$ cat config.mk
export PLATFORM = sky130hd
export DESIGN_NAME = ahb_lite_decoder_flat
export DESIGN_NICKNAME = d
export VERILOG_FILES = /design/src/rtl/ahb_lite_decoder_if.sv /design/src/rtl/ahb_lite_decoder.sv /design/src/flat_wrapper.sv
export SDC_FILE = /design/constraint.sdc
export NUM_CORES = 1
export LEC_CHECK = 0
export ABC_AREA = 1
export CAP_MARGIN = 20
export CORE_MARGIN = 5
export CORE_UTILIZATION = 26
export DETAILED_ROUTE_END_ITERATION = 6
export GPL_ROUTABILITY_DRIVEN = 0
export GPL_TIMING_DRIVEN = 0
export PLACE_DENSITY = 0.84
export SLEW_MARGIN = 15
export SYNTH_ARGS = -nofsm -noshare
export SYNTH_HDL_FRONTEND = slang
export SYNTH_SLANG_ARGS = --single-unit
export TNS_END_PERCENT = 10
$ cat constraint.sdc
create_clock -name clk -period 1.7 [get_ports clk]
set_input_delay 0.255 -clock clk [delete_from_list [all_inputs] [get_ports clk]]
set_output_delay 0.255 -clock clk [all_outputs]
set_load 0.02 [all_outputs]
$ cat src/rtl/ahb_lite_decoder_if.sv
`default_nettype none
// ============================================================================
//  Module   : ahb_lite_decoder_if
//  Purpose  : AHB-Lite master-side bus and per-slave response bundle for the
//             address decoder / response multiplexer.
//  Revision : 1.0 - initial release
// ============================================================================
interface ahb_lite_decoder_if;
  logic [31:0]  haddr;
  logic [1:0]   htrans;
  logic         hwrite;
  logic [3:0]   hsel;
  logic         hready;
  logic [31:0]  hrdata;
  logic         hresp;
  logic [127:0] s_hrdata;
  logic [3:0]   s_hreadyout;
  logic [3:0]   s_hresp;

  // Environment side: bus master plus the slave response sources.
  modport master (
    output haddr, htrans, hwrite, s_hrdata, s_hreadyout, s_hresp,
    input  hsel, hready, hrdata, hresp
  );

  // Decoder side.
  modport slave (
    input  haddr, htrans, hwrite, s_hrdata, s_hreadyout, s_hresp,
    output hsel, hready, hrdata, hresp
  );
endinterface
`default_nettype wire

$ cat src/rtl/ahb_lite_decoder.sv
`default_nettype none
// ============================================================================
//  Module   : ahb_lite_decoder
//  Purpose  : Single-master AHB-Lite address decoder, data-phase response mux
//             and built-in default slave returning two-cycle ERROR.
//  Revision : 1.0 - initial release
// ============================================================================
module ahb_lite_decoder #(
  parameter logic [31:0] S0_BASE = 32'h0000_0000,
  parameter logic [31:0] S0_MASK = 32'hFFFF_F000,
  parameter logic [31:0] S1_BASE = 32'h2000_0000,
  parameter logic [31:0] S1_MASK = 32'hFFFF_0000,
  parameter logic [31:0] S2_BASE = 32'h4000_0000,
  parameter logic [31:0] S2_MASK = 32'hFFFF_F000,
  parameter logic [31:0] S3_BASE = 32'h4000_1000,
  parameter logic [31:0] S3_MASK = 32'hFFFF_F000
) (
  input  logic              clk,
  input  logic              reset,
  ahb_lite_decoder_if.slave bus
);

  localparam int          c_nslv = 4;
  localparam logic [127:0] c_base = {S3_BASE, S2_BASE, S1_BASE, S0_BASE};
  localparam logic [127:0] c_mask = {S3_MASK, S2_MASK, S1_MASK, S0_MASK};

  typedef enum logic [1:0] {
    DS_IDLE = 2'd0,
    DS_ERR1 = 2'd1,
    DS_ERR2 = 2'd2
  } ds_state_t;

  logic [c_nslv-1:0] w_match;
  logic [c_nslv-1:0] w_hsel;
  logic              w_unmapped;
  logic              w_active;
  logic              w_err_req;
  logic              w_unused;

  logic [c_nslv:0]   r_dsel;
  ds_state_t         r_ds_state;
  logic              r_ds_hready;
  logic              r_ds_hresp;

  // ---------------------------------------------------------------- decode
  for (genvar gi = 0; gi < c_nslv; gi++) begin : g_match
    assign w_match[gi] = (bus.haddr & c_mask[32*gi +: 32]) == c_base[32*gi +: 32];
  end

  // Walk from the highest index down so the lowest matching slave wins.
  always_comb begin
    w_hsel = '0;
    for (int i = c_nslv - 1; i >= 0; i--) begin
      if (w_match[i]) begin
        w_hsel    = '0;
        w_hsel[i] = 1'b1;
      end
    end
  end

  assign bus.hsel   = w_hsel;
  assign w_unmapped = ~|w_match;
  assign w_active   = bus.htrans[1];
  assign w_err_req  = bus.hready & w_active & w_unmapped;

  // Write direction and the SEQ/NONSEQ distinction do not affect decode.
  assign w_unused = &{bus.hwrite, bus.htrans[0]};

  // ------------------------------------------------- data-phase select
  always_ff @(posedge clk or negedge reset) begin
    if (!reset) begin
      r_dsel <= '0;
    end else if (bus.hready) begin
      r_dsel <= w_active ? {w_unmapped, w_hsel} : '0;
    end
  end

  // --------------------------------------------------- default slave FSM
  always_ff @(posedge clk or negedge reset) begin
    if (!reset) begin
      r_ds_state  <= DS_IDLE;
      r_ds_hready <= 1'b1;
      r_ds_hresp  <= 1'b0;
    end else begin
      case (r_ds_state)
        DS_IDLE: begin
          if (w_err_req) begin
            r_ds_state  <= DS_ERR1;
            r_ds_hready <= 1'b0;
            r_ds_hresp  <= 1'b1;
          end
        end
        DS_ERR1: begin
          r_ds_state  <= DS_ERR2;
          r_ds_hready <= 1'b1;
          r_ds_hresp  <= 1'b1;
        end
        DS_ERR2: begin
          if (w_err_req) begin
            r_ds_state  <= DS_ERR1;
            r_ds_hready <= 1'b0;
            r_ds_hresp  <= 1'b1;
          end else begin
            r_ds_state  <= DS_IDLE;
            r_ds_hready <= 1'b1;
            r_ds_hresp  <= 1'b0;
          end
        end
        default: begin
          r_ds_state  <= DS_IDLE;
          r_ds_hready <= 1'b1;
          r_ds_hresp  <= 1'b0;
        end
      endcase
    end
  end

  // ------------------------------------------------------ response mux
  // An empty data phase reads as a zero-wait OKAY.
  always_comb begin
    bus.hrdata = '0;
    bus.hready = 1'b1;
    bus.hresp  = 1'b0;
    for (int i = 0; i < c_nslv; i++) begin
      if (r_dsel[i]) begin
        bus.hrdata = bus.s_hrdata[32*i +: 32];
        bus.hready = bus.s_hreadyout[i];
        bus.hresp  = bus.s_hresp[i];
      end
    end
    if (r_dsel[c_nslv]) begin
      bus.hready = r_ds_hready;
      bus.hresp  = r_ds_hresp;
    end
  end

`ifndef SYNTHESIS
  a_dsel_onehot: assert property (@(posedge clk) disable iff (!reset) $onehot0(r_dsel));
  a_hsel_onehot: assert property (@(posedge clk) disable iff (!reset) $onehot0(bus.hsel));
  a_err1_stall:  assert property (@(posedge clk) disable iff (!reset)
                   (r_ds_state == DS_ERR1) |-> (r_dsel[c_nslv] && !bus.hready && bus.hresp));
`endif

endmodule
`default_nettype wire

$ cat src/flat_wrapper.sv
// flat-port wrapper written by rule: the top's interface ports become plain ports
module ahb_lite_decoder_flat 
#(
  parameter logic [31:0] S0_BASE = 32'h0000_0000,
  parameter logic [31:0] S0_MASK = 32'hFFFF_F000,
  parameter logic [31:0] S1_BASE = 32'h2000_0000,
  parameter logic [31:0] S1_MASK = 32'hFFFF_0000,
  parameter logic [31:0] S2_BASE = 32'h4000_0000,
  parameter logic [31:0] S2_MASK = 32'hFFFF_F000,
  parameter logic [31:0] S3_BASE = 32'h4000_1000,
  parameter logic [31:0] S3_MASK = 32'hFFFF_F000
)
  (clk, reset, bus_haddr, bus_htrans, bus_hwrite, bus_s_hrdata, bus_s_hreadyout, bus_s_hresp, bus_hsel, bus_hready, bus_hrdata, bus_hresp);
  ahb_lite_decoder_if bus_i ();
  input  logic clk;
  input  logic reset;
  input wire logic [$bits(bus_i.haddr)-1:0] bus_haddr;
  input wire logic [$bits(bus_i.htrans)-1:0] bus_htrans;
  input wire logic [$bits(bus_i.hwrite)-1:0] bus_hwrite;
  input wire logic [$bits(bus_i.s_hrdata)-1:0] bus_s_hrdata;
  input wire logic [$bits(bus_i.s_hreadyout)-1:0] bus_s_hreadyout;
  input wire logic [$bits(bus_i.s_hresp)-1:0] bus_s_hresp;
  output wire logic [$bits(bus_i.hsel)-1:0] bus_hsel;
  output wire logic [$bits(bus_i.hready)-1:0] bus_hready;
  output wire logic [$bits(bus_i.hrdata)-1:0] bus_hrdata;
  output wire logic [$bits(bus_i.hresp)-1:0] bus_hresp;
  assign bus_i.haddr = bus_haddr;
  assign bus_i.htrans = bus_htrans;
  assign bus_i.hwrite = bus_hwrite;
  assign bus_i.s_hrdata = bus_s_hrdata;
  assign bus_i.s_hreadyout = bus_s_hreadyout;
  assign bus_i.s_hresp = bus_s_hresp;
  assign bus_hsel = bus_i.hsel;
  assign bus_hready = bus_i.hready;
  assign bus_hrdata = bus_i.hrdata;
  assign bus_hresp = bus_i.hresp;
  ahb_lite_decoder #(.S0_BASE(S0_BASE), .S0_MASK(S0_MASK), .S1_BASE(S1_BASE), .S1_MASK(S1_MASK), .S2_BASE(S2_BASE), .S2_MASK(S2_MASK), .S3_BASE(S3_BASE), .S3_MASK(S3_MASK)) u_core (.clk(clk), .reset(reset), .bus(bus_i));
endmodule
; ---- Word level (Yosys, flattened, before mapping)
; Index checks and enable logic that the tools add are counted.
[totals]
out_inout_bits = 38
latchBits = 0
ram_bits = 0
wordCells = 44
in_bits = 173
ff_bits = 9
mem_count = 0
mem_bits_ro = 0
[op_classes]
n_eq_ne = 6
n_lt_le_gt_ge = 0
shift = 0
n_mul = 0
n_bitwise = 2
mux = 28
add_sub_neg = 0
n_reduce_logical = 4
n_div = 0
[op_table]
columns = op, count
row1 = 2-to-1 mux 32 bit, 4
row2 = == test 20 x 19 -> 1 bit (second input constant), 2
row3 = logical NOT 32 bit, 1
row4 = == test 16 x 14 -> 1 bit (second input constant), 1
row5 = 2-to-1 mux 4 bit, 4
row6 = 2-to-1 mux 1 bit, 15
row7 = case mux 2 bit (3 select lines), 1
row8 = 2-to-1 mux 5 bit, 1
row9 = OR reduction 4 bit, 1
row10 = case mux 1 bit (3 select lines), 1
row11 = bitwise AND 1 bit, 2
row12 = == test 2 x 1 -> 1 bit (second input constant), 1
row13 = == test 2 bit (second input constant), 1
row14 = logical NOT 2 bit, 1
row15 = 2-to-1 mux 2 bit, 1
row16 = inequality test 2 x 1 -> 1 bit (second input constant), 1
row17 = case mux 1 bit (2 select lines), 1
row18 = logical NOT 1 bit, 1

; ---- Longest topological paths before layout
[logic_depth]
word_depth = 9
depth_mapped = 12

; ---- Least setup slack after synthesis
; OpenSTA, ideal clock, no wires.
[synth_path]
path_type = reg-to-output
start = register u_core.r_dsel[1]
end = output bus_hresp
setup_slack_ns = 0.127
path_stages_with_launch = 8
t_arrival_ns = 1.318
cell_sequence = dfrtp_1 > buf_6 > nor2_4 > buf_4 > nand2_1 > nand2_1 > o211ai_1 > a22oi_1
[synth_between]
elab_chain_len = 4
[synth_rtl]
columns = element, line
row1 = "start, declared", ahb_lite_decoder.sv:40  ; logic [c_nslv:0] r_dsel;
row2 = "start signal, assigned", ahb_lite_decoder.sv:74  ; r_dsel <= w_active ? {w_unmapped, w_hsel} : '0;
row3 = 2-to-1 mux 1 bit (3 in series), ahb_lite_decoder.sv:125  ; if (r_dsel[i]) begin
row4 = 2-to-1 mux 1 bit, ahb_lite_decoder.sv:131  ; if (r_dsel[c_nslv]) begin
row5 = "end, declared", flat_wrapper.sv:26  ; output wire logic [$bits(bus_i.hresp)-1:0] bus_hresp;
; No other way between the ends.

; ---- Worst setup path in the final report
[layout_path]
start = register u_core.r_dsel[1]
end = output bus_hrdata[26]
[layout_between]
elab_chain_len = 3
[layout_rtl]
columns = element, line
row1 = 2-to-1 mux 32 bit (3 in series), ahb_lite_decoder.sv:125
row2 = "end, declared", flat_wrapper.sv:25  ; output wire logic [$bits(bus_i.hrdata)-1:0] bus_hrdata;
; No other way between the ends.

==> impl_metrics.env <==
export IMPL_cts_num_sinks=9
export IMPL_netlist_top_cell_by_area="sky130_fd_sc_hd__nand2_1"
export IMPL_final_hold_worst_slack_ps=316
export IMPL_synthesis_nets=483
export IMPL_synth_area_sq_um=1590
export IMPL_finalHoldViolCount=0
export IMPL_cell_breakdown_of_the_critical_path="buf_6, nor2_4, buf_12, buf_4, nand2_1, nand2_1, o21ai_0, o21ai_1, buf_4"
export IMPL_layout_cells_most_common="sky130_fd_sc_hd__clkdlybuf4s50_1"
export IMPL_global_route_overflow_total=0
export IMPL_violations="negative setup slack"
export IMPL_antenna_violations_before_repair=0
export IMPL_report_final_setup_viol=33
export IMPL_detailed_place_hpwl_um=7420
export IMPL_drt_iter0_markers=86
export IMPL_start_util=0.268
export IMPL_cts_buffers_inserted=3
export IMPL_worstSetupStartpointType="flip-flop"
export IMPL_route_detailed_drc=0
export IMPL_tritoncts="done"
export IMPL_clkLatencyLatePin_ps=230
export IMPL_htree_levels=1
export IMPL_path_buf_inv=4
export IMPL_first_pass_iters=4
export IMPL_dieWidth_um=88.3
export IMPL_clock_skew_final_ps=4.11
export IMPL_yosysSeqAreaShare=0.142
export IMPL_worst_slack_ps=-178
export IMPL_crit_family="buffers and inverters"
export IMPL_critical_path_endpoint_type="primary output"
export IMPL_worst_setup_hold_path_clk_slew_ps=50
export IMPL_layout_cells_most_common_list="158 x sky130_fd_sc_hd__clkdlybuf4s50_1, 120 x sky130_fd_sc_hd__nand2_1, 43 x sky130_fd_sc_hd__o21ai_1"
export IMPL_final_layout_size_suffix_gt1_frac=0.158
export IMPL_grt_usage=0.209
export IMPL_port_buffers=196
export IMPL_crit_path_top_delay_cell="sky130_fd_sc_hd__dfrtp_1"
export IMPL_ctsRootBufferMaster="sky130_fd_sc_hd__clkbuf_8"
export IMPL_placementRows=28
export IMPL_route_vias_total=2818
export IMPL_route_antenna_remaining_nets=0
export IMPL_tightest_slew_ps=478
export IMPL_path_class="reg2out"
export IMPL_fin_tns_setup_ps=-3800
export IMPL_synthesis_instances=310
export IMPL_grt_pass1_wl_um=13000
export IMPL_fin_crit_ps=1880
export IMPL_core_region_sq_um=5960
export IMPL_wl_um=9070
export IMPL_dp_cells=581
export IMPL_crit_arrival_ps=1620
export IMPL_timing_final_max_slew_violations=0
export IMPL_syn_to_layout_area_delta_pct=133
export IMPL_cts_path_max_buffers=2
export IMPL_dieHeight_um=88.3
export IMPL_io_pin_count=211
export IMPL_critPathMaxStageDelay_ps=370
export IMPL_slew_headroom=0.681
export IMPL_yosysTopAreaCellShare=0.283
export IMPL_drt_wirelength_per_cell_um=15.4
export IMPL_grt_setup_unrepaired="yes"
export IMPL_placement_setup_worst_slack_ps=-577
export IMPL_number_of_distinct_library_cells_after_synthesis=25
export IMPL_power_leakage_nw=1.58
export IMPL_synthesis_area_per_instance_sq_um=5.14
export IMPL_hp_class="in2async"
export IMPL_synth_top_cells_by_area="sky130_fd_sc_hd__nand2_1 28%, sky130_fd_sc_hd__dfrtp_1 13%, sky130_fd_sc_hd__o21ai_0 11%, sky130_fd_sc_hd__a21oi_1 11%, sky130_fd_sc_hd__o21ai_1 10%"
export IMPL_power_per_cell_area_nw_per_um2=276
export IMPL_critPathMaxFanout=9
export IMPL_num_antenna_cells=0
export IMPL_finalCritPeriodShare=1.10
export IMPL_launching_point_of_the_worst_reg2reg_path="u_core.r_dsel[1]"
export IMPL_die_area_sq_um=7800
export IMPL_startpoint="u_core.r_dsel[1]"
export IMPL_vdd_drop_max_mv=0.269
export IMPL_yosysWarnings=0
export IMPL_max_freq_ghz=0.533
export IMPL_critPathRequiredTime_ps=1440
export IMPL_max_cap_violations=0
export IMPL_grt_pass1_vias=2652
export IMPL_finish_cell_count_without_fillers=589
export IMPL_vias_per_inst=4.78
export IMPL_pin_count_of_the_biggest_net_entering_global_routing=11
export IMPL_status="finished, violations left"
export IMPL_net_count_reported_at_finish=688
export IMPL_synth_seq_cells=9
export IMPL_postLayoutCoreUtil=0.623
[synth_stat cells (all sizes together)]
| library cell | n |
|---|---|
| a21oi | 35 |
| a22oi | 1 |
| buf | 10 |
| clkbuf | 11 |
| dfrtp | 8 |
| dfstp | 1 |
| inv | 21 |
| nand2 | 122 |
| nand3 | 8 |
| nor2 | 20 |
| nor4 | 1 |
| o211ai | 1 |
| o21ai | 69 |
| or2 | 2 |
[cell type report]
class | instances | area (sq um)
Multi-Input combinational cell | 259 | 1200
Tap cell | 75 | 93.8
Sequential cell | 9 | 226
Inverter | 21 | 86.3
Buffer | 21 | 144
Fill cell | 578 | 2250
Clock buffer | 4 | 45.0
Timing Repair Buffer | 200 | 1910
[cells by family (layout without fill, tap and decap cells)]
logic type / count (synthesis) / after routing / synth area share
flops: 9 / 9 / 0.142
compound gates: 106 / 106 / 0.336
buf+inv: 42 / 246 / 0.118
simple gates: 153 / 153 / 0.404
[routing by layer]
metal  vias up  global-route usage  wire, um
li1       1423                   -         -
met1      1223               0.232      3290
met2       138               0.374      4360
met3        34              0.0484       997
met4         0               0.102       427
met5         -                   0         0
[metrics by stage]
stage / power, mW / cell area (sq um)
floorplan: 0.338 / 1590
global placement: 0.783 / 3650
detailed placement: 0.791 / 3650
CTS: 1.03 / 3680
global route: 1.08 / 3710
finish: 1.03 / 3710
[worst paths after layout]
check	to	slack (ps)	cells after the start
setup / recovery	bus_hrdata[26]	-180	9
setup reg to reg	u_core.r_ds_hready	400	11
hold / removal	u_core.r_dsel[4]	320	1
hold reg to reg	u_core.r_ds_state[1]	450	1
max in group asynchronous	u_core.r_ds_hready	1060	1
min in group clk	u_core.r_ds_state[1]	450	1
[sequential cells by signal, indices dropped and copies added (netlist names)]
| signal | cells |
|---|---|
| u_core.r_dsel | 5 |
| u_core.r_ds_state | 2 |
| u_core.r_ds_hresp | 1 |
| u_core.r_ds_hready | 1 |
[power by group]
group	leakage, nW	switching [mW]	internal [mW]
Sequential	0.0907	0	0.215
Combinational	1.46	0.169	0.395
Clock	0.0228	0.0829	0.163
[what timing repair did]
item | CTS | global route
hold buffers | 0 | 0
buffers inserted | 1 | 0
pin swaps | 1 | 2
gates resized for setup | 211 | 25
gates cloned | 3 | 0
setup endpoints to repair | 38 | 38
(Power assumes the default switching activity.)
